**src/rtl/id_ex_stage.sv**
```systemverilog
// ID/EX pipeline register for the 5-stage RV32I core.
// Captures operands, immediate, PC and decoded control from ID. Detects
// load-use hazards against the load currently in EX and inserts a bubble
// for them, inserts a bubble on a taken branch/jump flush, and freezes on a
// downstream hold. Drives the upstream stall that freezes PC and IF/ID.
module id_ex_stage #(
  parameter int CTRL_W = 8,
  parameter int CNT_W  = 16
) (
  input  logic              clk,
  input  logic              rst,
  input  logic              id_valid,
  input  logic [31:0]       id_pc,
  input  logic [31:0]       id_rs1Data,
  input  logic [31:0]       id_rs2Data,
  input  logic [31:0]       id_imm,
  input  logic [4:0]        id_rs1Addr,
  input  logic [4:0]        id_rs2Addr,
  input  logic [4:0]        id_rdAddr,
  input  logic              id_useRs1,
  input  logic              id_useRs2,
  input  logic              id_RegWrite,
  input  logic              id_MemRead,
  input  logic              id_MemWrite,
  input  logic [CTRL_W-1:0] id_ctrl,
  input  logic              ex_flush,
  input  logic              ex_hold,
  output logic              ex_valid,
  output logic [31:0]       ex_pc,
  output logic [31:0]       ex_rs1Data,
  output logic [31:0]       ex_rs2Data,
  output logic [31:0]       ex_imm,
  output logic [4:0]        ex_rs1Addr,
  output logic [4:0]        ex_rs2Addr,
  output logic [4:0]        ex_rdAddr,
  output logic              ex_RegWrite,
  output logic              ex_MemRead,
  output logic              ex_MemWrite,
  output logic [CTRL_W-1:0] ex_ctrl,
  output logic              stall,
  output logic [CNT_W-1:0]  bubble_cnt
);

  // Saturating increment: an all-ones count stays put.
  function automatic logic [CNT_W-1:0] sat_inc(input logic [CNT_W-1:0] v);
    logic [CNT_W-1:0] one;
    one = {{(CNT_W-1){1'b0}}, 1'b1};
    return (&v) ? v : (v + one);
  endfunction

  logic              valid_q,     valid_d;
  logic [31:0]       pc_q,        pc_d;
  logic [31:0]       rs1_data_q,  rs1_data_d;
  logic [31:0]       rs2_data_q,  rs2_data_d;
  logic [31:0]       imm_q,       imm_d;
  logic [4:0]        rs1_addr_q,  rs1_addr_d;
  logic [4:0]        rs2_addr_q,  rs2_addr_d;
  logic [4:0]        rd_addr_q,   rd_addr_d;
  logic              reg_write_q, reg_write_d;
  logic              mem_read_q,  mem_read_d;
  logic              mem_write_q, mem_write_d;
  logic [CTRL_W-1:0] ctrl_q,      ctrl_d;
  logic [CNT_W-1:0]  cnt_q,       cnt_d;

  logic rs1_match;
  logic rs2_match;
  logic lu;

  // Load-use hazard: a real load in EX writing a non-zero rd that the real
  // instruction in ID reads. Store-data (rs2) dependencies count as well,
  // since there is no MEM->EX store-data forwarding path.
  always_comb begin
    rs1_match = id_useRs1 & (id_rs1Addr == rd_addr_q);
    rs2_match = id_useRs2 & (id_rs2Addr == rd_addr_q);
    lu        = valid_q & mem_read_q & (rd_addr_q != 5'd0) & id_valid &
                (rs1_match | rs2_match);
    // A flush kills the dependent instruction, so there is nothing to wait for.
    stall     = ex_hold | (lu & ~ex_flush);
  end

  // Next-state selection: hold beats flush, flush beats load-use bubble,
  // otherwise the ID instruction is loaded with its control gated by id_valid.
  always_comb begin
    valid_d     = valid_q;
    pc_d        = pc_q;
    rs1_data_d  = rs1_data_q;
    rs2_data_d  = rs2_data_q;
    imm_d       = imm_q;
    rs1_addr_d  = rs1_addr_q;
    rs2_addr_d  = rs2_addr_q;
    rd_addr_d   = rd_addr_q;
    reg_write_d = reg_write_q;
    mem_read_d  = mem_read_q;
    mem_write_d = mem_write_q;
    ctrl_d      = ctrl_q;
    cnt_d       = cnt_q;
    if (ex_hold) begin
      // keep everything; a pending flush is re-issued by EX after the hold
    end else if (ex_flush || lu) begin
      // Bubble: data/address fields are don't-care and cleared for tidiness.
      valid_d     = 1'b0;
      pc_d        = 32'd0;
      rs1_data_d  = 32'd0;
      rs2_data_d  = 32'd0;
      imm_d       = 32'd0;
      rs1_addr_d  = 5'd0;
      rs2_addr_d  = 5'd0;
      rd_addr_d   = 5'd0;
      reg_write_d = 1'b0;
      mem_read_d  = 1'b0;
      mem_write_d = 1'b0;
      ctrl_d      = '0;
      if (!ex_flush) begin
        cnt_d = sat_inc(cnt_q);
      end
    end else begin
      valid_d     = id_valid;
      pc_d        = id_pc;
      rs1_data_d  = id_rs1Data;
      rs2_data_d  = id_rs2Data;
      imm_d       = id_imm;
      rs1_addr_d  = id_rs1Addr;
      rs2_addr_d  = id_rs2Addr;
      rd_addr_d   = id_rdAddr;
      reg_write_d = id_RegWrite & id_valid;
      mem_read_d  = id_MemRead  & id_valid;
      mem_write_d = id_MemWrite & id_valid;
      ctrl_d      = id_ctrl & {CTRL_W{id_valid}};
    end
  end

  // ID/EX register; reset clears the slot to a bubble and zeroes the counter.
  always_ff @(posedge clk or posedge rst) begin
    if (rst) begin
      valid_q     <= 1'b0;
      pc_q        <= 32'd0;
      rs1_data_q  <= 32'd0;
      rs2_data_q  <= 32'd0;
      imm_q       <= 32'd0;
      rs1_addr_q  <= 5'd0;
      rs2_addr_q  <= 5'd0;
      rd_addr_q   <= 5'd0;
      reg_write_q <= 1'b0;
      mem_read_q  <= 1'b0;
      mem_write_q <= 1'b0;
      ctrl_q      <= '0;
      cnt_q       <= '0;
    end else begin
      valid_q     <= valid_d;
      pc_q        <= pc_d;
      rs1_data_q  <= rs1_data_d;
      rs2_data_q  <= rs2_data_d;
      imm_q       <= imm_d;
      rs1_addr_q  <= rs1_addr_d;
      rs2_addr_q  <= rs2_addr_d;
      rd_addr_q   <= rd_addr_d;
      reg_write_q <= reg_write_d;
      mem_read_q  <= mem_read_d;
      mem_write_q <= mem_write_d;
      ctrl_q      <= ctrl_d;
      cnt_q       <= cnt_d;
    end
  end

  // Output wiring
  always_comb begin
    ex_valid    = valid_q;
    ex_pc       = pc_q;
    ex_rs1Data  = rs1_data_q;
    ex_rs2Data  = rs2_data_q;
    ex_imm      = imm_q;
    ex_rs1Addr  = rs1_addr_q;
    ex_rs2Addr  = rs2_addr_q;
    ex_rdAddr   = rd_addr_q;
    ex_RegWrite = reg_write_q;
    ex_MemRead  = mem_read_q;
    ex_MemWrite = mem_write_q;
    ex_ctrl     = ctrl_q;
    bubble_cnt  = cnt_q;
  end

endmodule

```
**config.mk**
```make
export PLATFORM = sky130hd
export DESIGN_NAME = id_ex_stage
export DESIGN_NICKNAME = d
export VERILOG_FILES = /design/src/rtl/id_ex_stage.sv
export SDC_FILE = /design/constraint.sdc
export NUM_CORES = 1
export LEC_CHECK = 0
export CAP_MARGIN = 20
export CORE_MARGIN = 2
export CORE_UTILIZATION = 40
export CTS_BUF_LIST = sky130_fd_sc_hd__clkbuf_16
export DETAILED_ROUTE_END_ITERATION = 6
export PLACE_DENSITY = 0.78
export SYNTH_ARGS = -nofsm -noshare
export SYNTH_HDL_FRONTEND = slang
export SYNTH_SLANG_ARGS = --single-unit
```
**constraint.sdc**
```tcl
create_clock -name clk -period 10.5 [get_ports clk]
set_clock_uncertainty 0.1 [all_clocks]
set_input_delay 1.05 -clock clk [delete_from_list [all_inputs] [get_ports clk]]
set_output_delay 1.05 -clock clk [all_outputs]
set_load 0.1 [all_outputs]
```
# Word level (Yosys, flattened, before mapping)
# Cells that the tools add are included.
[totals] reg_bits=171 input_bits=161 out_inout_bits=172 word_cells=48
[op_classes] n_addsub=1 eq_ne=2 muxes=12 bitwise_logic=16 reduce_logical=4
[ops] op="32-bit two-way mux" n=4
[ops] op="16-bit by 1-bit adder with 16-bit output, second input constant" n=1
[ops] op="16-bit AND reduction" n=1
[ops] op="5-bit two-way mux" n=3
[ops] op="1-bit bitwise AND" n=10
[ops] op="5-bit == test" n=2
[ops] op="8-bit bitwise AND" n=1
[ops] op="8-bit two-way mux" n=1
[ops] op="5-bit nonzero test" n=1
[ops] op="1-bit two-way mux" n=4
[ops] op="4-bit AND reduction" n=1
[ops] op="1-bit NOT" n=3
[ops] op="1-bit OR" n=2
[ops] op="1-bit logical OR" n=1

# Longest topological paths before layout
# Gate-level depths: netlist of the first run.
[logic_depth] depth_word=6 depth_mapped=7 ltp_nobuf=6

# Worst setup path before layout of the first run
# OpenSTA, ideal clock, no wires.
[synth_timing] kind="register -> output" start="register rd_addr_q[1], in the netlist ex_rdAddr[1]" end="output stall" t_arrival_ns=3.405 required_time_ns=9.350 slack_ns=5.945 stages_incl_launch_ff=7 path_buffers=1 path_cell_list="dfrtp_1 > xnor2_1 > nand4_1 > o22ai_2 > clkbuf_1 > nand2_1 > o21bai_1"
[synth_via] elab_chain_len=6 elab_cells_between_ends=11 classes_between="eq/ne: 2; bitwise: 8; reduce/logical: 1"
[synth_lines] element="from (decl)" line_no="58" text="logic [4:0] rd_addr_q, rd_addr_d;"
[synth_lines] element="from (signal assigned)" line_no="156" text="rd_addr_q <= rd_addr_d;"
[synth_lines] element="5-bit == test (tied with other cells)" line_no="73" text="rs1_match = id_useRs1 & (id_rs1Addr == rd_addr_q);"
[synth_lines] element="1-bit bitwise AND (on tied branches)" line_no="73, 74, 75"
[synth_lines] element="1-bit OR / 1-bit bitwise AND (equally long branches)" line_no="76, 75"
[synth_lines] element="1-bit bitwise AND (*)" line_no="75" text="lu = valid_q & mem_read_q & (rd_addr_q != 5'd0) & id_valid &"
[synth_lines] element="1-bit bitwise AND (*)" line_no="78" text="stall = ex_hold | (lu & ~ex_flush);"
[synth_lines] element="1-bit OR (*)" line_no="78"
[synth_lines] element="to (decl)" line_no="40" text="output logic stall,"
# Every way passes the cells marked *; elsewhere a longest branch is shown, timed or not.

# Worst setup path in the final report of the first run
[layout_timing] start="input id_rs1Addr[4]" end="output stall"
[layout_via] elab_chain_len=6
[layout_lines] element="from (decl)" line_no="17" text="input logic [4:0] id_rs1Addr,"
[layout_lines] element="5-bit == test" line_no="73"
[layout_lines] element="1-bit bitwise AND" line_no="73"
[layout_lines] element="1-bit OR" line_no="76" text="(rs1_match | rs2_match);"
[layout_lines] element="1-bit bitwise AND" line_no="75"
[layout_lines] element="1-bit bitwise AND" line_no="78"
[layout_lines] element="1-bit OR" line_no="78"
# Every way passes these cells.

==> results by group, run 1 <==
Critical path
  • CP Data Arrival Time: 4110 ps
  • Worst EP required: 9350 ps
  • CP startpoint kind: primary input
  • Worst R2R Setup Slack: 7770 ps
  • R2R cell count: 6
  • Worst Setup End Kind: primary output
  • Worst R2R Start: ex_rdAddr[4]
  • WS Path Type: in2out
  • Crit path max fanout: 18
  • Reg2reg end: ex_ctrl[2]

Pwr
  • Peak supply drop: slightly above 0.0001 V
  • Overall power: a little under 2 mW
  • Pwr per Cell Area: 186.8 nW/µm²
  • Leak: 4.551 nW

STA
  • Fmax achieved: 0.1900 GHz
  • Unrepaired setup endpoints after global routing: false
  • Slew margin rel.: 0.2868
  • Final Critical Period: between 5000 and 6000 ps
  • Setup TNS: 0 ps
  • Max-slew violations: 0
  • Setup WS post-layout: about 5200 ps
  • Final Hold Violating Endpoints: 0
  • Final period utilization: 0.5012
  • Slew @ Worst Pin: 1066 ps
  • Final setup fails: 0

Clocking
  • CTS resizes: 0
  • Clk Latency, worst-skew pair: between 400 and 500 ps
  • CTS tree: yes
  • CTS sink count: roughly 170
  • Worst-path clk slew: 60 ps
  • Clock Path Buffers: 2
  • Postcts setup bufs: 0
  • Root buffer cell: clkbuf_16
  • Num CTS Buffers: 17
  • H-tree Lvls: 4
  • CTS hold repair buffers: 0

Floorplanning
  • Initial Utilization: 0.4104
  • Site Rows: between 40 and 50
  • I/O pin count: between 300 and 400
  • Die Ht: 131.9 µm
  • Core Box Area: roughly 16000 µm²
  • Die footprint: 17400 µm²
  • DIE WIDTH: 131.9 µm

Yosys
  • Post-synth cell types: 32
  • Synth Area in XOR/XNOR: 0.03213
  • Post-Syn Area: 6543 µm²
  • Adder-Cell Fraction of Synth Area: 0.001912
  • Cell taking the most area after synthesis: dfrtp_1
  • Synthesized flop and latch total: 171
  • Async SR Flop Fraction: 1.000
  • Top cell type's share of synthesized area: 0.6540
  • Synth top area cells: dfrtp_1, a22o_1, a22o_2
  • Mapped Cells: 442
  • Largest family of logic cells by synthesized area: compound AO/OA/AOI/OAI gates
  • Post-synth top cells: dfrtp_1, a22o_1, a22o_2
  • Syn_area_per_cell: 14.80 µm²
  • Simple-gate share of the synthesized area: 0.03940
  • Number of synthesized flops with an enable pin: 0
  • Multiplexer area fraction after synthesis: 0.001721
  • Yosys warns: 0
  • Most instantiated library cell after synthesis: dfrtp_1
  • Top_reg_cell synth: dfrtp_1
  • Sequential area share after synthesis: 0.6540
  • Synth Net Count: about 600
  • Compound-Gate Fraction of Synth Area: 0.2285

Final layout
  • ANT cells: 0
  • Footprint of the multi-input gates: 1994 µm²
  • Share of layout cells above drive strength 1: 0.1084
  • Finished Core Util: 0.6603
  • Post-layout instance area: about 11000 µm²
  • Layout area overhead: 60.91%
  • Flip-flop and latch area: 4279 µm²
  • Number of fill cells in the layout: 1165
  • Nets: 924

Min path
  • Hold-critical path endpoint: ex_ctrl[4]
  • Worst hold path class: reg2reg
  • Hold depth: 1
  • Hold Startpoint: ex_ctrl[4]

Job
  • Count of max-cap constraint violations: 0

Placed design
  • DP Wirelength: ~14000 µm
  • Post-DP Area: 9903 µm²
  • Dpl ws: approximately 5300 ps
  • GP Congestion: about 0.84
  • PortBufs: roughly 330

Detailed routing
  • Avg Vias per Cell: ~5.3
  • 1st-iter DRT viols: 257
  • Routed WL: 19680 µm
  • Residual DRC count: 0
  • DR vias: 5256
  • DR pass1 iterations: 5
  • WL per Instance: 19.85 µm
  • Post-route ant nets: 0

GRT
  • First-pass GRT wire length: approximately 31000 µm
  • Antenna violations before repair: 0
  • Total Routing Usage GR: 0.2278
  • Largest net degree at the start of global routing: 88
  • Vias in the first global route: 5592
  • Grt ovf: 0

Run status
  • Run status: finished, final reports clean
[cell type report]
type / instances / area share
Sequential cell: 171 / 0.4065
Timing Repair Buffer: 337 / 0.3209
Multi-Input combinational cell: 234 / 0.1894
Clock buffer: 17 / 0.04041
Tap cell: 216 / 0.02567
Clock inverter: 15 / 0.01628
Inverter: 1 / 0.0008319
[cell families (layout without fill, tap and decap cells)]
logic type	after synthesis	count (layout)
adder cells (fa/ha/maj)	1	1
flip-flops	171	171
buffers and inverters	37	370
AND/OR/NAND/NOR	45	45
multiplexers	1	1
AO/OA/AOI/OAI	163	163
XOR/XNOR	24	24
[flip-flops by register name, indices dropped and copies added (netlist names)]
| register | cells |
|---|---|
| ex_RegWrite | 1 |
| bubble_cnt | 16 |
| ex_ctrl | 8 |
| ex_rdAddr | 5 |
| ex_rs1Addr | 5 |
| ex_imm | 32 |
| ex_rs2Data | 32 |
| ex_pc | 32 |
| ex_MemWrite | 1 |
| ex_rs1Data | 32 |
| ex_MemRead | 1 |
| ex_rs2Addr | 5 |
| ex_valid | 1 |
[critical path: stages]
cell             delay, ps
clkdlybuf4s50_1        450
xnor2_1                330
nand4_1                170
o22ai_2                670
nand2_1                120
o21bai_1               160
clkdlybuf4s50_1       1160
[where the power goes]
group,switching (mW),internal (mW)
logic,0.426,0.169
registers,0.0292,0.704
clock network,0.265,0.375
total,0.720,1.25
[worst max path at each step]
stage             startpoint       endpoint  slack (ps)  cells past startpoint
6_report       id_rs1Addr[4]          stall        5240                      7
5_1_grt        id_rs1Addr[4]          stall        5040                      7
4_1_cts        id_rs1Addr[4]          stall        5280                      7
3_5_place_dp   id_rs1Addr[4]          stall        5300                      7
3_3_place_gp   id_rs1Addr[4]          stall        5300                      7
2_1_floorplan            rst  bubble_cnt[0]        4720                      1
[metrics by stage]
stage          cells  hold WS [ps]
4_1_cts          990         394.9
2_1_floorplan    442         927.0
6_report         991         389.8
5_1_grt          991         415.6
3_3_place_gp     958         378.3
3_5_place_dp     958         378.5
[metal layers]
metal	part of all wire	wire (µm)	up-vias	global-route usage
li1	-	-	2345	-
met1	0.39	7710	2606	0.2689
met2	0.48	9494	248	0.3649
met3	0.081	1600	57	0.08112
met4	0.044	872	0	0.1238
met5	0	0	-	0
[layout by cell type, fill, tap and decap left out, types with 2 or more instances in the layout]
| master | n |
|---|---|
| a21oi_1 | 2 |
| a22o_1 | 104 |
| a22o_2 | 40 |
| a32o_1 | 11 |
| and3_1 | 4 |
| and4_1 | 4 |
| buf_4 | 5 |
| bufinv_16 | 3 |
| clkbuf_16 | 17 |
| clkdlybuf4s50_1 | 331 |
| clkinv_2 | 3 |
| clkinvlp_4 | 2 |
| dfrtp_1 | 171 |
| inv_6 | 5 |
| nand2_1 | 10 |
| nand3_1 | 6 |
| nand4_1 | 10 |
| nor2_1 | 3 |
| nor3_1 | 2 |
| nor4_1 | 2 |
| xnor2_1 | 24 |
Power figures use the tool's default switching activity.
==> inputs of run 2 (changes only) <==
- CORE_UTILIZATION: 40 -> 36
- PLACE_DENSITY: 0.78 -> 0.74
- clock period: 10.5 -> 4.81 ns (I/O delays scaled with it)
==> run 2 against run 1 <==
Via count decreased by 0.59%; global-route usage down 2.8 points; worst setup slack worse by 3600 ps; sequential share of layout area increased by 0.16 points; first-iteration DRC count fell by 19%; sequential power increased by 120%; non-clock buffer count unchanged; clock power grew 100%; critical path depth unchanged.
==> results by group, run 2 (same netlist as run 1, synthesis figures left out) <==
Floorplanning
  • Die footprint: 19270 µm² (was 17400 µm²)
  • DIE WIDTH: 138.8 µm (was 131.9 µm)
  • Site Rows: 49 (was 46)
  • Die Ht: 138.8 µm (was 131.9 µm)
  • Core Box Area: 17900 µm² (was 15940 µm²)
  • Initial Utilization: 0.3655 (was 0.4104)
  • I/O pin count: 333 (unchanged)

STA
  • Setup WS post-layout: 1619 ps (was 5237 ps)
  • Final period utilization: 0.6634
  • Slew @ Worst Pin: 1044 ps (was 1066 ps)
  • Max-slew violations: 0 (unchanged)
  • Setup TNS: 0 ps (unchanged)
  • Final Hold Violating Endpoints: 0 (unchanged)
  • Fmax achieved: 0.3134 GHz
  • Final setup fails: 0 (unchanged)
  • Final Critical Period: 3191 ps
  • Unrepaired setup endpoints after global routing: false (unchanged)
  • Slew margin rel.: 0.3018 (was 0.2868)

Min path
  • Worst hold path class: reg2reg (unchanged)
  • Hold depth: 1 (unchanged)
  • Hold-critical path endpoint: bubble_cnt[14] (was ex_ctrl[4])
  • Hold Startpoint: bubble_cnt[14] (was ex_ctrl[4])

Clocking
  • CTS tree: yes (unchanged)
  • H-tree Lvls: 4 (unchanged)
  • CTS sink count: 171 (unchanged)
  • CTS resizes: 0 (unchanged)
  • Clock Path Buffers: 2 (unchanged)
  • Num CTS Buffers: 17 (unchanged)
  • Postcts setup bufs: 0 (unchanged)
  • Root buffer cell: clkbuf_16 (unchanged)
  • CTS hold repair buffers: 0 (unchanged)
  • Worst-path clk slew: 70 ps (was 60 ps)
  • Clk Latency, worst-skew pair: 430 ps (was 420 ps)

Critical path
  • Worst R2R Start: ex_rdAddr[0] (was ex_rdAddr[4])
  • CP startpoint kind: primary input (unchanged)
  • WS Path Type: in2out (unchanged)
  • R2R cell count: 5 (was 6)
  • Reg2reg end: ex_pc[4] (was ex_ctrl[2])
  • Worst EP required: 4230 ps (was 9350 ps)
  • Worst R2R Setup Slack: 2150 ps (was 7770 ps)
  • CP Data Arrival Time: 2610 ps (was 4110 ps)
  • Crit path max fanout: 18 (unchanged)
  • Worst Setup End Kind: primary output (unchanged)

Final layout
  • ANT cells: 0 (unchanged)
  • Nets: 924 (unchanged)
  • Commonest non-fill, non-tap cell in the layout: clkdlybuf4s50_1 (unchanged)
  • Most frequent cells in the layout: clkdlybuf4s50_1, dfrtp_1, a22o_1 (unchanged)
  • Layout area overhead: 60.30% (was 60.91%)
  • Post-layout instance area: 10490 µm² (was 10530 µm²)
  • Share of layout cells above drive strength 1: 0.1071 (was 0.1084)

Pwr
  • Pwr per Cell Area: 399.1 nW/µm² (was 186.8 nW/µm²)
  • Peak supply drop: 0.0002397 V (was 0.0001020 V)
  • Leak: 4.508 nW (was 4.551 nW)

Detailed routing
  • Routed WL: 19550 µm (was 19680 µm)
  • DR vias: 5225 (was 5256)
  • Post-route ant nets: 0 (unchanged)
  • DR pass1 iterations: 4 (was 5)
  • 1st-iter DRT viols: 209 (was 257)
  • Avg Vias per Cell: 5.204 (was 5.304)
  • Residual DRC count: 0 (unchanged)
  • WL per Instance: 19.47 µm (was 19.85 µm)

Placed design
  • Post-DP Area: 9936 µm² (was 9903 µm²)
  • PortBufs: 332 (unchanged)
  • GP Congestion: 0.8455 (was 0.8420)
  • DP Wirelength: 13910 µm (was 14190 µm)
  • Dpl ws: 1597 ps (was 5301 ps)

Run status
  • Run status: finished, final reports clean (unchanged)

Job
  • Count of max-cap constraint violations: 0 (unchanged)

GRT
  • Antenna violations before repair: 0 (unchanged)
  • First-pass GRT wire length: 30590 µm (was 31040 µm)
  • Grt ovf: 0 (unchanged)
  • Total Routing Usage GR: 0.1994 (was 0.2278)
  • Vias in the first global route: 5535 (was 5592)
  • Largest net degree at the start of global routing: 91 (was 88)
run 2: worst max path at each step:
stage | from | end | slack, ps | depth (start not counted)
after global routing | ex_rdAddr[4] | stall | 1440 | 6
after floorplan | ex_rdAddr[1] | stall | 820 | 6
after CTS | ex_rdAddr[4] | stall | 1590 | 6
final | id_rs1Addr[4] | stall | 1620 | 7
after global placement | id_rs1Addr[4] | stall | 1650 | 7
after detailed placement | id_rs1Addr[4] | stall | 1600 | 7
run 2: area by class of cell:
type | count | area [µm²]
multi-input combinational | 234 | 1994
inverter | 1 | 7.507
clock inverter | 15 | 126.4
clock buffer | 17 | 425.4
sequential | 171 | 4279
tap | 229 | 286.5
timing repair buffer | 337 | 3368
fill | 1442 | 7415
run 2: power breakdown:
group          switching [mW]  internal (mW)
Combinational           0.925          0.368
Clock                   0.577          0.711
Sequential             0.0683           1.54
run 2: critical path, cell delays in order:
cell	delay, ps
clkdlybuf4s50_1	440
xnor2_1	260
nand4_1	150
o22ai_2	640
nand2_1	140
o21bai_1	170
buf_4	310
run 2: stage by stage:
step             util  power (mW)  hold WS (ps)  instances
5_1_grt        0.5858       4.332         421.1       1004
3_5_place_dp   0.5550       2.927         387.9        972
6_report       0.5858       4.186         403.9       1004
3_3_place_gp   0.5550       2.914         370.7        972
4_1_cts        0.5858       4.224         401.7       1004
2_1_floorplan       -       2.528         509.6        442
run 2: metal layers:
layer / part of all wire / up-vias / GRT usage
met5: 0 / - / 0
met4: 0.032 / 0 / 0.09038
met3: 0.074 / 46 / 0.06561
met2: 0.49 / 249 / 0.3243
met1: 0.41 / 2584 / 0.2426
li1: - / 2346 / -
==> inputs of run 3 (changes only) <==
- clock period: 4.81 -> 2.9 ns (I/O delays scaled with it)
==> run 3 against run 2 <==
Register-to-register slack got worse by 2000 ps; combinational power rose by 64%; worst setup slack got worse by 1500 ps; sequential power rose by 65%; sequential share of layout area rose by 0.85 points; core utilization fell by 1.1 points; worst hold slack got worse by 180 ps; non-clock buffer count rose by 11; critical path depth fell by 2; cell area fell by 1.9%; global-route usage barely moved; critical path type is now reg2reg; largest cell class unchanged; largest power group unchanged.
==> results by group, run 3 (same netlist as run 1, synthesis figures left out) <==
Critical path
  • Worst R2R Start: ex_rdAddr[2] (was ex_rdAddr[0])
  • Critical-path cell list: or4_4 -> o2111a_1 -> a21oi_4 -> buf_12 -> a22o_1 (was clkdlybuf4s50_1 -> xnor2_1 -> nand4_1 -> o22ai_2 -> nand2_1 -> o21bai_1 -> buf_4)
  • Slowest stage delay, CP: 750 ps (was 640 ps)
  • CP startpoint kind: register (was primary input)
  • CP Data Arrival Time: 2990 ps (was 2610 ps)
  • Worst R2R Setup Slack: 160 ps (was 2150 ps)
  • Crit path max fanout: 65 (was 18)
  • Crit-path leading delay family: compound AO/OA/AOI/OAI gates (unchanged)
  • Worst Setup End Kind: register (was primary output)
  • WS Path Type: reg2reg (was in2out)
  • R2R cell count: 5 (unchanged)
  • Worst EP required: 3150 ps (was 4230 ps)
  • Bufs and invs on worst path: 1 (was 2)
  • Reg2reg end: ex_rs1Data[9] (was ex_pc[4])
  • Slowest CP cell: a21oi_4 (was o22ai_2)

Clocking
  • CTS resizes: 0 (unchanged)
  • Worst-path clk slew: 70 ps (about the same)
  • Num CTS Buffers: 17 (unchanged)
  • CTS sink count: 171 (unchanged)
  • Postcts setup bufs: 0 (unchanged)
  • CTS tree: yes (unchanged)
  • Root buffer cell: clkbuf_16 (unchanged)
  • H-tree Lvls: 4 (unchanged)
  • Clock Path Buffers: 2 (unchanged)
  • Clk Latency, worst-skew pair: 420 ps (was 430 ps)
  • CTS hold repair buffers: 0 (unchanged)

Detailed routing
  • DR pass1 iterations: 4 (unchanged)
  • Routed WL: 19260 µm (was 19550 µm)
  • DR vias: 5241 (was 5225)
  • Avg Vias per Cell: 5.174 (was 5.204)
  • WL per Instance: 19.01 µm (was 19.47 µm)
  • Residual DRC count: 0 (unchanged)
  • 1st-iter DRT viols: 249 (was 209)
  • Post-route ant nets: 0 (unchanged)

Floorplanning
  • Die footprint: 19270 µm² (unchanged)
  • Site Rows: 49 (unchanged)
  • Core Box Area: 17900 µm² (unchanged)
  • Die Ht: 138.8 µm (unchanged)
  • I/O pin count: 333 (unchanged)
  • DIE WIDTH: 138.8 µm (unchanged)
  • Initial Utilization: 0.3655 (unchanged)

Final layout
  • Commonest non-fill, non-tap cell in the layout: buf_4 (was clkdlybuf4s50_1)
  • Layout area overhead: 57.22% (was 60.30%)
  • Nets: 935 (was 924)
  • Number of fill cells in the layout: 1478 (was 1442)
  • ANT cells: 0 (unchanged)
  • Share of layout cells above drive strength 1: 0.3444 (was 0.1071)
  • Most frequent cells in the layout: buf_4, dfrtp_1, clkdlybuf4s50_1 (was clkdlybuf4s50_1, dfrtp_1, a22o_1)

GRT
  • Total Routing Usage GR: 0.1999 (was 0.1994)
  • Antenna violations before repair: 0 (unchanged)
  • Largest net degree at the start of global routing: 94 (was 91)
  • Grt ovf: 0 (unchanged)
  • First-pass GRT wire length: 30670 µm (was 30590 µm)
  • Vias in the first global route: 5557 (was 5535)

Pwr
  • Peak supply drop: 0.0004032 V (was 0.0002397 V)
  • Pwr per Cell Area: 691.7 nW/µm² (was 399.1 nW/µm²)
  • Leak: 4.904 nW (was 4.508 nW)

Min path
  • Hold Startpoint: ex_hold (was bubble_cnt[14])
  • Worst hold path class: in2reg (was reg2reg)
  • Hold-critical path endpoint: bubble_cnt[9] (was bubble_cnt[14])
  • Hold depth: 5 (was 1)

Placed design
  • GP Congestion: 0.8388 (was 0.8455)
  • PortBufs: 332 (unchanged)
  • DP Wirelength: 14130 µm (was 13910 µm)

STA
  • Final Hold Violating Endpoints: 0 (unchanged)
  • Final setup fails: 0 (unchanged)
  • Final period utilization: 0.9462
  • Final Critical Period: 2744 ps
  • Fmax achieved: 0.3644 GHz
  • Slew @ Worst Pin: 960.7 ps (was 1044 ps)
  • Worst hold slack: 227.3 ps (was 403.9 ps)
  • Setup TNS: 0 ps (unchanged)
  • Max-slew violations: 0 (unchanged)
  • Slew margin rel.: 0.3595 (was 0.3018)
  • Unrepaired setup endpoints after global routing: false (unchanged)

Run status
  • Run status: finished, final reports clean (unchanged)

Job
  • Count of max-cap constraint violations: 0 (unchanged)
-- run 3: worst min-delay path, cell delays in order --
cell and delay (ps):
buf_4 100, nor2_1 50, nand4_1 90, or4b_2 130, xnor2_1 50
-- run 3: worst max path at each step --
stage	end	slack (ps)	startpoint	cells past startpoint
finish	ex_rs1Data[9]	160	ex_rdAddr[2]	5
global route	stall	10	ex_rdAddr[4]	8
CTS	stall	140	ex_rdAddr[4]	8
detailed placement	ex_rs1Data[9]	170	ex_rdAddr[2]	5
global placement	bubble_cnt[9]	250	id_rs1Addr[4]	7
floorplan	stall	7	ex_rdAddr[0]	6
-- run 3: through the flow --
step                      area, µm²  std cells  total power, mW    util  worst slack [ps]
after CTS                     10290       1013            7.187  0.5746             142.7
final                         10290       1013            7.115  0.5746             156.1
after detailed placement       9682        983            4.826  0.5408             169.0
after global placement         9682        983            4.802  0.5408             250.1
after floorplan                6563        442            4.195       -             7.372
after global routing          10290       1013            7.360  0.5746             11.76
-- run 3: cell type report --
cell class / instances / area (µm²) / share of cell area
Timing Repair Buffer: 348 / 3098 / 0.3012
Multi-Input combinational cell: 234 / 2006 / 0.1950
Clock buffer: 17 / 425.4 / 0.04136
Clock inverter: 13 / 178.9 / 0.01739
Inverter: 1 / 7.507 / 0.0007298
Tap cell: 229 / 286.5 / 0.02786
Sequential cell: 171 / 4284 / 0.4165
-- run 3: report_power, final --
part           internal [mW]  total, mW  switching [mW]
sequential              2.55       2.66           0.108
clock                   1.43       2.34           0.912
combinational          0.574       2.12            1.54
-- run 3: layer usage --
layer  track usage  share of wire  vias up  wire length (µm)
met1        0.2472           0.41     2600              7943
met2        0.3298           0.49      244              9436
met3       0.07079          0.077       29              1484
met5             0              0        -                 0
met4       0.06433          0.020        0               391
li1              -              -     2368                 -
